--- src/rtl/counter_sched_pkg.sv ---
// Shared types and constants for the counter step scheduler.
package counter_sched_pkg;

  // Scheduler FSM states
  typedef enum logic [1:0] {
    IDLE = 2'd0,
    RUN  = 2'd1,
    DONE = 2'd2
  } sched_state_t;

  localparam logic DIR_UP   = 1'b0;
  localparam logic DIR_DOWN = 1'b1;

  localparam int unsigned NUM_REQ = 2;

endpackage

--- src/rtl/ud_counter_core.sv ---
// Up/down counter that wraps modulo 2^WIDTH and flags each wrap-around step.
module ud_counter_core
  import counter_sched_pkg::*;
#(
  parameter int unsigned WIDTH = 4
) (
  input  logic             clk,
  input  logic             rst,
  input  logic             en,
  input  logic             ud,
  output logic [WIDTH-1:0] count,
  output logic             wrap
);

  localparam logic [WIDTH-1:0] CntMax = '1;
  localparam logic [WIDTH-1:0] CntOne = {{(WIDTH-1){1'b0}}, 1'b1};

  // Step the count when enabled; wrap is high the cycle after a wrapping step.
  always_ff @(posedge clk) begin
    if (!rst) begin
      count <= '0;
      wrap  <= 1'b0;
    end else begin
      wrap <= 1'b0;
      if (en) begin
        if (ud == DIR_UP) begin
          count <= count + CntOne;
          wrap  <= (count == CntMax);
        end else begin
          count <= count - CntOne;
          wrap  <= (count == '0);
        end
      end
    end
  end

endmodule

--- src/rtl/counter_step_scheduler.sv ---
// Round-robin scheduler that lends one up/down counter to two requesters for
// a requested number of steps each, then reports completion.
module counter_step_scheduler
  import counter_sched_pkg::*;
#(
  parameter int unsigned WIDTH   = 4,
  parameter int unsigned STEPS_W = 4
) (
  input  logic               clk,
  input  logic               rst,
  input  logic [NUM_REQ-1:0] req,
  input  logic [NUM_REQ-1:0] req_dir,
  input  logic [STEPS_W-1:0] req_steps0,
  input  logic [STEPS_W-1:0] req_steps1,
  output logic [NUM_REQ-1:0] gnt,
  output logic               busy,
  output logic               done,
  output logic               done_id,
  output logic               cnt_en,
  output logic               cnt_ud,
  output logic [WIDTH-1:0]   count,
  output logic               wrap
);

  localparam logic [STEPS_W-1:0] StepOne = {{(STEPS_W-1){1'b0}}, 1'b1};

  sched_state_t       state;
  logic               last_winner;
  logic               id_q;
  logic [STEPS_W-1:0] remaining;

  logic               winner;
  logic               win_dir;
  logic [STEPS_W-1:0] win_steps;

  // Pick the winner: a lone request wins, a tie goes to the one that did not win last.
  always_comb begin
    winner = 1'b0;
    if (req == 2'b11) begin
      winner = ~last_winner;
    end else begin
      winner = req[1];
    end
    win_dir   = req_dir[winner];
    win_steps = winner ? req_steps1 : req_steps0;
  end

  // Scheduler FSM with registered grant, status and counter controls.
  always_ff @(posedge clk) begin
    if (!rst) begin
      state       <= IDLE;
      last_winner <= 1'b1;
      id_q        <= 1'b0;
      remaining   <= '0;
      gnt         <= '0;
      busy        <= 1'b0;
      done        <= 1'b0;
      done_id     <= 1'b0;
      cnt_en      <= 1'b0;
      cnt_ud      <= 1'b0;
    end else begin
      gnt <= '0;
      unique case (state)
        IDLE: begin
          done    <= 1'b0;
          done_id <= 1'b0;
          if (|req) begin
            last_winner <= winner;
            id_q        <= winner;
            remaining   <= win_steps;
            gnt         <= winner ? 2'b10 : 2'b01;
            busy        <= 1'b1;
            if (win_steps != '0) begin
              state  <= RUN;
              cnt_en <= 1'b1;
              cnt_ud <= win_dir;
            end else begin
              // Zero steps: grant and done share the same cycle.
              state   <= DONE;
              done    <= 1'b1;
              done_id <= winner;
            end
          end
        end
        RUN: begin
          remaining <= remaining - StepOne;
          if (remaining == StepOne) begin
            state   <= DONE;
            cnt_en  <= 1'b0;
            cnt_ud  <= 1'b0;
            done    <= 1'b1;
            done_id <= id_q;
          end
        end
        DONE: begin
          state   <= IDLE;
          busy    <= 1'b0;
          done    <= 1'b0;
          done_id <= 1'b0;
        end
        default: begin
          state  <= IDLE;
          busy   <= 1'b0;
          done   <= 1'b0;
          cnt_en <= 1'b0;
          cnt_ud <= 1'b0;
        end
      endcase
    end
  end

  ud_counter_core #(
    .WIDTH(WIDTH)
  ) u_core (
    .clk  (clk),
    .rst  (rst),
    .en   (cnt_en),
    .ud   (cnt_ud),
    .count(count),
    .wrap (wrap)
  );

endmodule
--- config.mk ---
export PLATFORM = sky130hd
export DESIGN_NAME = counter_step_scheduler
export DESIGN_NICKNAME = d
export VERILOG_FILES = /design/src/rtl/counter_sched_pkg.sv /design/src/rtl/ud_counter_core.sv /design/src/rtl/counter_step_scheduler.sv
export SDC_FILE = /design/constraint.sdc
export NUM_CORES = 1
export LEC_CHECK = 0
export ABC_AREA = 1
export CORE_ASPECT_RATIO = 1.5
export CORE_UTILIZATION = 45
export DETAILED_ROUTE_END_ITERATION = 10
export PLACE_DENSITY = 0.73
export SLEW_MARGIN = 20
export SYNTH_ARGS = -nofsm -noshare
export SYNTH_HDL_FRONTEND = slang
export SYNTH_SLANG_ARGS = --single-unit
--- constraint.sdc ---
create_clock -name clk -period 1.8 [get_ports clk]
set_input_delay 0.36 -clock clk [delete_from_list [all_inputs] [get_ports clk]]
set_output_delay 0.36 -clock clk [all_outputs]
set_load 0.005 [all_outputs]
==> results.txt, run 1 <==
Outcome - complete, but fails checks
Failing checks - design-rule violations
Max Cap Viol - 0
Ant diodes - 0
Final Non-Filler Cells - 213
Setup Buffers After CTS - 0
Cell Rows - 22
Placed Instances - 209
Initial antenna violation count - 0
Root Buffer - clkbuf_4
Die height - 64.2 µm
Layout area overhead - 29.9%
Critical path fanouts, max - 7
Yosys Warn Count - 0
Critical path startpoint category - flip-flop
Clk buf depth - 2
Hold Crit Class - reg -> reg
Unrepaired setup endpoints after global routing - no
Post-route cell area - 1510 µm²
Shortest period the worst path allows - 1.70 ns
Critical Path, Cell by Cell - clkdlybuf4s50_1
CTS Buf Count - 3
Dpl hpwl - 2130 µm
Vias per cell - 5.33
Sequential share of the synthesized area - 0.345
Worst Setup Path Type - reg -> out
Crit. End Element - output pin
Total GRT Usage - 0.213
Core ar. - 2450 µm²
First-pass detailed-route iteration total - 7
Initial DRC Count - 22
Gr ovfl total - 0
Hold slack - 0.491 ns
Worst-margin pin slew - 0.343 ns
Cell variety after synth - 25
Fin crit share - 0.945
Worst skew pair latency - 0.31 ns
DRC - 2
Resized cells post-CTS - 0
Starting Density - 0.473
Post-synth net total - 182
Fin util - 0.615
Arr. time, crit path - 1.34 ns
Sink Count - 20
Nets@finish - 213
Max Fclk - 588 MHz
Antenna-violating nets left - 0
Post-synthesis cell area - 1160 µm²
Hold Vio Cnt, Final - 0
Seq cells post-synth - 20
Final setup violation count - 0
Max H-tree Level - 1
Reg clk slew, reported paths - 0.11 ns
Most common cell after layout, fill and taps aside - nand2_1
Vias - 1136
Layout Skew - 0.0104 ns
Worst endpoint required time - 1.44 ns
Worst path max stage delay - 0.56 ns
Largest net degree at the start of global routing - 13
Full die area - 2790 µm²
I/O pin cnt - 26
P_leak - 0.660 nW
Commonest non-fill, non-tap cells in the layout - 36 x nand2_1, 25 x clkdlybuf4s50_1, 20 x dfxtp_1
Number of global-route vias before repair - 1168
Worst Path Buf+Inv - 1
Pins Over Slew Limit - 0
Die width - 43.5 µm
Power Density - 1520 nW/µm²
Slowest-stage cell, CP - clkdlybuf4s50_1
Maximum vdd drop - 0.000871 V
Largest delay contributor family on the critical path - buffers and inverters
Placed Area - 1450 µm²
CTS tree - yes
Worst slew margin - 0.770
WL/cell - 12.2 µm
Drt total wl - 2600 µm
Syn Area/Cell - 7.29 µm²
First-pass GRT wire length - 4530 µm
Synth Instances - 159
Hold buffers post-CTS - 0
Final GP Congestion - 0.817
Setup TNS - 0 ns
Buffers on Ports - 25
Share of cells above drive strength 1 - 0.111
## power breakdown
part	internal (W)	switching [W]	leakage, nW
logic	0.000539	0.000644	0.467
clock network	0.000225	0.000145	0.0279
registers	0.000601	0.000141	0.165
## final timing paths
path          startpoint            to  slack, ns  depth (start not counted)
max               cnt_ud        cnt_ud        0.1                          1
min          last_winner   last_winner       0.49                          2
max reg2reg     state[0]  remaining[0]       0.29                          7
min reg2reg  last_winner   last_winner       0.49                          2
## per-layer routing
layer,part of all wire,vias to the layer above,track usage
met2,0.54,31,0.411
met5,0,-,0
met3,0.024,13,0.0169
met1,0.39,510,0.198
met4,0.045,0,0.145
li1,-,582,-
## cell usage after synthesis
library cell / n / area (µm²)
nand3_2: 1 / 10.0
nand4_1: 3 / 18.8
fa_1: 1 / 20.0
clkinv_1: 1 / 3.75
o211ai_1: 2 / 15.0
o21ai_0: 7 / 35.0
nor2_4: 2 / 22.5
nand3_1: 12 / 60.1
nor2_2: 1 / 6.26
nor3_1: 4 / 20.0
inv_1: 18 / 67.6
nand3b_1: 1 / 7.51
nand2_2: 5 / 31.3
a21oi_2: 3 / 26.3
nand2_1: 36 / 135
ha_1: 8 / 100
inv_2: 1 / 3.75
nor2_1: 8 / 30.0
dfxtp_1: 20 / 400
clkbuf_1: 1 / 3.75
buf_2: 1 / 5.00
nand2_4: 1 / 11.3
a31oi_1: 1 / 6.26
a21oi_1: 17 / 85.1
xnor2_1: 4 / 35.0
## through the flow
stage | setup slack, ns | power [W]
final | 0.0996 | 0.00229
after global routing | 0.0419 | 0.00250
after CTS | 0.0948 | 0.00230
after detailed placement | 0.0324 | 0.00193
after global placement | 0.0633 | 0.00190
after floorplan | 0.434 | 0.00151
## flip-flops by register name, summed over array words and instances, names as in the netlist, 2 cells and up
name          cells
u_core.count      4
gnt               2
state             2
remaining         4
## final cells by class
cell class / count / area [µm²]
inverters: 20 / 75.1
multi-input cells: 117 / 676
well taps: 24 / 30.0
clock inverters: 1 / 30.0
clock buffers: 3 / 22.5
fillers: 234 / 943
repair buffers: 28 / 273
flip-flops and latches: 20 / 400
## cells by family (layout without fill, tap and decap cells)
group / count (synthesis) / after routing / synth area share
flip-flops: 20 / 20 / 0.345
AO/OA/AOI/OAI: 30 / 30 / 0.145
buffers and inverters: 22 / 52 / 0.0723
XOR/XNOR: 4 / 4 / 0.0302
AND/OR/NAND/NOR: 74 / 74 / 0.304
adder cells (fa/ha/maj): 9 / 9 / 0.104
Power figures use the tool's default switching activity.
==> inputs of run 2 (changes only) <==
Settings changed: TNS_END_PERCENT from default to 1.
==> results of run 2 <==
The final DEF is identical to that of run 1; final timing and power are the same.
